## src/rtl/imm_ext_pkg.sv

```systemverilog
// rtl/imm_ext_pkg.sv - shared widths, constants, state type and extension helper for imm_ext_arbiter
package imm_ext_pkg;

    localparam int IMM_W_DEFAULT  = 16;
    localparam int DATA_W_DEFAULT = 32;

    localparam logic EXT_ZERO = 1'b0;
    localparam logic EXT_SIGN = 1'b1;

    typedef enum logic {
        EMPTY = 1'b0,
        FULL  = 1'b1
    } state_t;

    // Low bits carry the immediate; upper bits replicate its MSB only when sign-extending.
    function automatic logic [DATA_W_DEFAULT-1:0] ext_imm(
        input logic [IMM_W_DEFAULT-1:0] imm,
        input logic                     ext_sel
    );
        ext_imm = {{(DATA_W_DEFAULT-IMM_W_DEFAULT){(ext_sel == EXT_SIGN) & imm[IMM_W_DEFAULT-1]}}, imm};
    endfunction

endpackage

```

## src/rtl/imm_ext_arbiter_rr_arb2.sv

```systemverilog
// rtl/imm_ext_arbiter_rr_arb2.sv - 2-way round-robin arbiter owning the last-winner pointer
module rr_arb2 (
    input  logic       clk,
    input  logic       rst_n,
    input  logic [1:0] req,
    input  logic       advance,
    output logic [1:0] gnt
);

    logic rr_last;

    // A lone requester always wins; on a tie the one that did not win last time goes.
    always_comb begin
        gnt = 2'b00;
        case (req)
            2'b01:   gnt = 2'b01;
            2'b10:   gnt = 2'b10;
            2'b11:   gnt = rr_last ? 2'b01 : 2'b10;
            default: gnt = 2'b00;
        endcase
    end

    // Priority only moves on an actual transfer, so idle cycles keep the rotation.
    always_ff @(posedge clk or negedge rst_n) begin
        if (!rst_n) begin
            rr_last <= 1'b1;
        end else if (advance && (gnt != 2'b00)) begin
            rr_last <= gnt[1];
        end
    end

endmodule

```

## src/rtl/imm_ext_arbiter.sv

```systemverilog
// rtl/imm_ext_arbiter.sv - round-robin shared immediate extender with registered valid/ready output (optional IMM_EXT_SHIFT_EN adds shl2 inputs)
module imm_ext_arbiter
    import imm_ext_pkg::*;
#(
    parameter int IMM_W  = IMM_W_DEFAULT,
    parameter int DATA_W = DATA_W_DEFAULT
) (
    input  logic              clk,
    input  logic              rst_n,
    input  logic              req0_valid,
    output logic              req0_ready,
    input  logic [IMM_W-1:0]  req0_imm,
    input  logic              req0_ext_sel,
    input  logic              req1_valid,
    output logic              req1_ready,
    input  logic [IMM_W-1:0]  req1_imm,
    input  logic              req1_ext_sel,
`ifdef IMM_EXT_SHIFT_EN
    input  logic              req0_shl2,
    input  logic              req1_shl2,
`endif
    output logic              out_valid,
    input  logic              out_ready,
    output logic [DATA_W-1:0] out_data,
    output logic              out_id
);

    state_t            state;
    state_t            state_next;
    logic [1:0]        gnt;
    logic              can_accept;
    logic              xfer;
    logic [IMM_W-1:0]  sel_imm;
    logic              sel_ext;
    logic              sel_shl2;
    logic [DATA_W-1:0] ext_data;
    logic [DATA_W-1:0] next_data;

    rr_arb2 u_arb (
        .clk     (clk),
        .rst_n   (rst_n),
        .req     ({req1_valid, req0_valid}),
        .advance (xfer),
        .gnt     (gnt)
    );

    // Output slot can take a new result when empty or when it is being drained this cycle.
    always_comb begin
        can_accept = (state == EMPTY) | out_ready;
        req0_ready = can_accept & gnt[0];
        req1_ready = can_accept & gnt[1];
        xfer       = can_accept & (gnt != 2'b00);
    end

    // Steer the granted requester's operands into the single extension datapath.
    always_comb begin
        sel_imm = gnt[1] ? req1_imm     : req0_imm;
        sel_ext = gnt[1] ? req1_ext_sel : req0_ext_sel;
`ifdef IMM_EXT_SHIFT_EN
        sel_shl2 = gnt[1] ? req1_shl2 : req0_shl2;
`else
        sel_shl2 = 1'b0;
`endif
    end

    generate
        if (IMM_W == IMM_W_DEFAULT && DATA_W == DATA_W_DEFAULT) begin : g_pkg_ext
            assign ext_data = ext_imm(sel_imm, sel_ext);
        end else begin : g_gen_ext
            assign ext_data = {{(DATA_W-IMM_W){(sel_ext == EXT_SIGN) & sel_imm[IMM_W-1]}}, sel_imm};
        end
    endgenerate

    // Word-aligned offsets drop the top two bits and shift in zeros.
    always_comb begin
        next_data = sel_shl2 ? {ext_data[DATA_W-3:0], 2'b00} : ext_data;
    end

    // Occupancy state register.
    always_ff @(posedge clk or negedge rst_n) begin
        if (!rst_n) begin
            state <= EMPTY;
        end else begin
            state <= state_next;
        end
    end

    // Fill on accept, empty on drain without refill, otherwise hold.
    always_comb begin
        state_next = state;
        out_valid  = (state == FULL);
        case (state)
            EMPTY:   if (xfer) state_next = FULL;
            FULL:    if (out_ready && !xfer) state_next = EMPTY;
            default: state_next = EMPTY;
        endcase
    end

    // Result register loads only on a transfer, so a stalled result stays stable.
    always_ff @(posedge clk or negedge rst_n) begin
        if (!rst_n) begin
            out_data <= '0;
            out_id   <= 1'b0;
        end else if (xfer) begin
            out_data <= next_data;
            out_id   <= gnt[1];
        end
    end

endmodule

```

## config.mk

```make
export PLATFORM = sky130hd
export DESIGN_NAME = imm_ext_arbiter
export DESIGN_NICKNAME = d
export VERILOG_FILES = /design/src/rtl/imm_ext_pkg.sv /design/src/rtl/imm_ext_arbiter_rr_arb2.sv /design/src/rtl/imm_ext_arbiter.sv
export SDC_FILE = /design/constraint.sdc
export NUM_CORES = 1
export LEC_CHECK = 0
export ABC_AREA = 1
export CORE_AREA = 10 10 70 72
export CTS_BUF_LIST = sky130_fd_sc_hd__clkbuf_4 sky130_fd_sc_hd__clkbuf_8
export DETAILED_ROUTE_END_ITERATION = 8
export DIE_AREA = 0 0 80 82
export PLACE_DENSITY = 0.83
export SETUP_SLACK_MARGIN = 0.1
export SLEW_MARGIN = 10
export SYNTH_ARGS = -nofsm -noshare
export SYNTH_HDL_FRONTEND = slang
export SYNTH_SLANG_ARGS = --single-unit
export TNS_END_PERCENT = 50
```

## constraint.sdc

```tcl
create_clock -name clk -period 1.3 [get_ports clk]
set_input_delay 0.26 -clock clk [delete_from_list [all_inputs] [get_ports clk]]
set_output_delay 0.26 -clock clk [all_outputs]
set_load 0.02 [all_outputs]
```

Yosys cells after proc, flatten, opt, wreduce, memory -nomap -nowiden --
Index checks and enable logic that the tools add are counted.
Storage, ports and cells: flip-flop bits (word level) 20, output and inout port bits 36, logic and storage cells 24
Operators by class: equal/unequal tests 3, muxes and demuxes 7, bitwise operators 6, reductions and logical operators 4
Operators with widths (count):
- $mux W16 | 1
- $pmux W2 S3 | 1
- $and A1 B1 Y1 | 4
- $eq A2 B2 Y1 const B | 2
- $mux W1 | 3
- $eq A2 B1 Y1 const B | 1
- $logic_and A1 B1 Y1 | 2
- $mux W2 | 1
- $pmux W1 S2 | 1
- $reduce_bool A2 Y1 | 1
- $logic_not A1 Y1 | 1
- $not A1 Y1 | 1
- $or A1 B1 Y1 | 1

Logic depth before layout (Yosys ltp) --
depth in word-level cells 8, mapped depth 7, gate-level depth less buffers 7

Cells and area by module --
From an unflattened synthesis, not the netlist that was laid out.
Second synthesis, totals: cells, all modules 164, area total of the unflattened synthesis 1178.6 sq um
Modules (own cells, without submodules):
- imm_ext_arbiter | instances 1, cells each 155, area an instance 1112.3 sq um
- rr_arb2 | instances 1, cells each 9, area an instance 66.3 sq um

Worst setup path before layout --
OpenSTA, ideal clock, no wires.
path type register to output, start reg u_arb.rr_last, end out req0_ready, arrival 1229 ps, required time 1040 ps, path slack -189 ps, stages on the path, launching flop included 4, path through dfstp_2 -> a21oi_4 -> buf_8 -> nor3_1
Between the ends: cells in the longest elaborated chain, start to end 3
Ends and longest elaborated chain:
- start: declaration | RTL line imm_ext_arbiter_rr_arb2.sv:10 | logic rr_last;
- start signal: assignment | RTL line imm_ext_arbiter_rr_arb2.sv:28 | rr_last <= gnt[1];
- $mux W2 | RTL line imm_ext_arbiter_rr_arb2.sv:18 | 2'b11: gnt = rr_last ? 2'b01 : 2'b10;
- $pmux W2 S3 | RTL line imm_ext_arbiter_rr_arb2.sv:15 | case (req)
- $and A1 B1 Y1 | RTL line imm_ext_arbiter.sv:50 | req0_ready = can_accept & gnt[0];
- end: declaration | RTL line imm_ext_arbiter.sv:11 | output logic req0_ready,
Every way passes these cells.

Worst setup path after layout --
Ends and elaborated chain as after synthesis.

==> results.sh <==
export IMPL_status="finished with violations"
export IMPL_violations="negative setup slack"
export IMPL_ys_seq_area_share_pct=43.7
export IMPL_synth_edf_count=0
export IMPL_dieArea_sq_um=6560
export IMPL_synth_compound_area_share_pct=21.0
export IMPL_cts_sinks=20
export IMPL_syn2layout_area_growth_pct=72.6
export IMPL_synth_xor_area_share_pct=0
export IMPL_cts_tree="built"
export IMPL_wl_per_cell_microns=13.8
export IMPL_critical_path_max_stage_delay_ns=0.58
export IMPL_synth_ff_type="dfrtp_1"
export IMPL_yosysUniqueCellTypes=19
export IMPL_drc=0
export IMPL_yosysMostFrequentCell="nand2_1"
export IMPL_grt_pass1_wl_microns=5460
export IMPL_port_buffers=74
export IMPL_dr_pass1_iters=3
export IMPL_min_path_type="in2reg"
export IMPL_rows=22
export IMPL_vias=1101
export IMPL_slew_headroom_pct=83.1
export IMPL_ctsHoldBuffers=0
export IMPL_cp_num_buf_inv=1
export IMPL_vias_per_cell=4.30
export IMPL_grt_max_degree=21
export IMPL_drt_iter0_drc=35
export IMPL_min_period_over_period_pct=114
export IMPL_r2r_start="u_arb.rr_last"
export IMPL_netlist_area_sq_um=1150
export IMPL_synthTopCellsByArea="dfrtp_1 (41%), o21ai_2 (12%), buf_4 (10%), nand2_1 (8.2%), nor2_1 (5.9%)"
export IMPL_grt_overflow=0
export IMPL_nFillCells=348
export IMPL_placed_area_sq_um=1930
export IMPL_synthCells=130
export IMPL_instances_no_fill=256
export IMPL_synth_top_area_cell="dfrtp_1"
export IMPL_crit_chain="a21oi_4, nor3_4, buf_6"
export IMPL_crit_fanout=3
export IMPL_power_density_nw_per_um2=1060
export IMPL_ant_nets=0
export IMPL_die_h_microns=82
export IMPL_end_kind="primary output"
export IMPL_ys_warn_count=0
export IMPL_track_usage_pct=10.4
export IMPL_core_area_sq_um=3580
export IMPL_critPathTopFamily="flip-flops"
export IMPL_clockBufferDepth=2
export IMPL_ys_ff_latch=20
export IMPL_grt_pass1_vias=1105
export IMPL_numCtsBuffers=3
export IMPL_drive_above_1_share_pct=43.3
export IMPL_cap_violations=0
export IMPL_die_x_microns=80
export IMPL_async_flop_share_pct=100
export IMPL_setup_worst_path_start_class="flip-flop"
export IMPL_synth_nets=169
export IMPL_cp_slowest_cell="dfstp_2"
export IMPL_synth_top_family_by_area="compound AO/OA/AOI/OAI gates"
export IMPL_start_util_pct=32.1
export IMPL_drt_total_wl_microns=3530
export IMPL_arrival_ns=1.22
export IMPL_synth_mux_area_share_pct=0
export IMPL_cts_root_buf="clkbuf_4"
export IMPL_synthSimpleGateAreaFrac_pct=19.3
export IMPL_setup_viol=29
export IMPL_path_class="reg2out"
export IMPL_cts_max_level=1
export IMPL_hold_viol=0
export IMPL_stdcell_area_sq_um=1980
export IMPL_antennaDiodeCount=0
export IMPL_grt_antenna_before_repair=0
export IMPL_synth_top_area_share_pct=41.4
export IMPL_nNetsFinal=248
export IMPL_worstMarginPinSlew_ns=0.253
export IMPL_layout_setup_ws_ns=-0.176
export IMPL_power_leakage_nw=0.934
export IMPL_hp_start="out_ready"
export IMPL_ios=75
export IMPL_rsz0062_at_grt="yes"
export IMPL_maxSlewViolCount=0
export IMPL_vdd_drop_max_mv=0.477
export IMPL_min_period_ns=1.48
export IMPL_crit_start="u_arb.rr_last"
export IMPL_fin_skew_ns=0.0122
export IMPL_path_clk_slew_ns=0.12
export IMPL_dp_cells=244
export IMPL_dpl_worst_slack_ns=-0.776
export IMPL_clk_insertion_delay_late_ns=0.29
export IMPL_fmax_ghz=0.677
export IMPL_yosys_top_cells_count="nand2_1 (25), dfrtp_1 (19), nor2_1 (18), buf_4 (16), o21ai_2 (16)"
export IMPL_synthAdderAreaFrac_pct=0
export IMPL_gp_congestion=0.731
export IMPL_place_hpwl_microns=2800
export IMPL_required_ns=1.04
export IMPL_synth_avg_cell_area_sq_um=8.83
## placed cells by master (no fill, tap or decap), drive strengths merged
cell,instances
inv,6
buf,55
nor2,20
o21ai,33
nand2,28
dfstp,1
dlygate4sd2,2
dlymetal6s2s,1
nand3,2
a21oi,1
clkbuf,4
nor3,1
clkdlybuf4s50,35
dfrtp,19
## metrics by stage
stage | total power [mW] | hold WS, ns | TNS [ns] | utilization, %
after global placement | 1.78 | 0.456 | -12.22 | 53.8
after detailed placement | 1.80 | 0.462 | -13.03 | 53.8
final | 2.10 | 0.269 | -1.76 | 55.3
after CTS | 2.12 | 0.287 | -1.19 | 54.6
after global routing | 2.23 | 0.263 | -3.70 | 55.3
after floorplan | 1.34 | -0.0356 | 0 | -
## sequential cells by signal, indices dropped and copies added, names as in the netlist
register,flops
out_data,17
out_id,1
u_arb.rr_last,1
out_valid,1
## cells by family after synthesis
| logic type | after synthesis |
|---|---|
| simple gates | 51 |
| compound gates | 34 |
| buf+inv | 25 |
| flops | 20 |
## where the power goes
| part | total (mW) | switching, mW | internal [mW] | leakage [nW] |
|---|---|---|---|---|
| registers | 0.769 | 0.0505 | 0.718 | 0.239 |
| clock network | 0.320 | 0.180 | 0.140 | 0.0184 |
| logic | 1.01 | 0.523 | 0.491 | 0.677 |
| total | 2.10 | 0.754 | 1.35 | 0.934 |
## metal layers
layer  track usage (%)  vias to the layer above  part of all wire (%)
li1                  -                      563                     -
met1              11.5                      497                    38
met2              18.1                       39                    51
met3              3.82                        2                   9.6
met4              3.70                        0                  0.96
met5                 0                        -                     0
## path summary, 6_finish.rpt
| kind | end | slack (ns) | cells past startpoint |
|---|---|---|---|
| setup / recovery | req0_ready | -0.18 | 3 |
| hold / removal | out_valid | 0.27 | 2 |
| setup reg to reg | out_data[7] | -0.08 | 7 |
| hold reg to reg | out_id | 0.48 | 2 |
| max in group asynchronous | u_arb.rr_last | 0.78 | 2 |
| min in group asynchronous | out_valid | 0.29 | 2 |
## worst register-to-register path, stage by stage, from the launching register on
cell	delay (ns)
dfstp_2	0.58
buf_4	0.12
buf_6	0.08
nand3_1	0.06
nand2_2	0.16
buf_6	0.15
nor2_1	0.06
o21ai_2	0.11
## layout make-up
type                       instances  area [sq um]  share of cell area (%)
clock buffer                       4          30.0                    1.52
multi-input combinational         85           494                    25.0
timing repair buffer              93           863                    43.6
inverter                           6          30.0                    1.52
tap                               48          60.1                    3.03
sequential                        20           503                    25.4
## repair_timing
| item | 4_1_cts | 5_1_grt |
|---|---|---|
| setup endpoints to repair | 55 | 36 |
| setup buffers | 7 | 1 |
| resized for setup | 193 | 6 |
| pin swaps | 4 | 10 |
(Power assumes the default switching activity.)
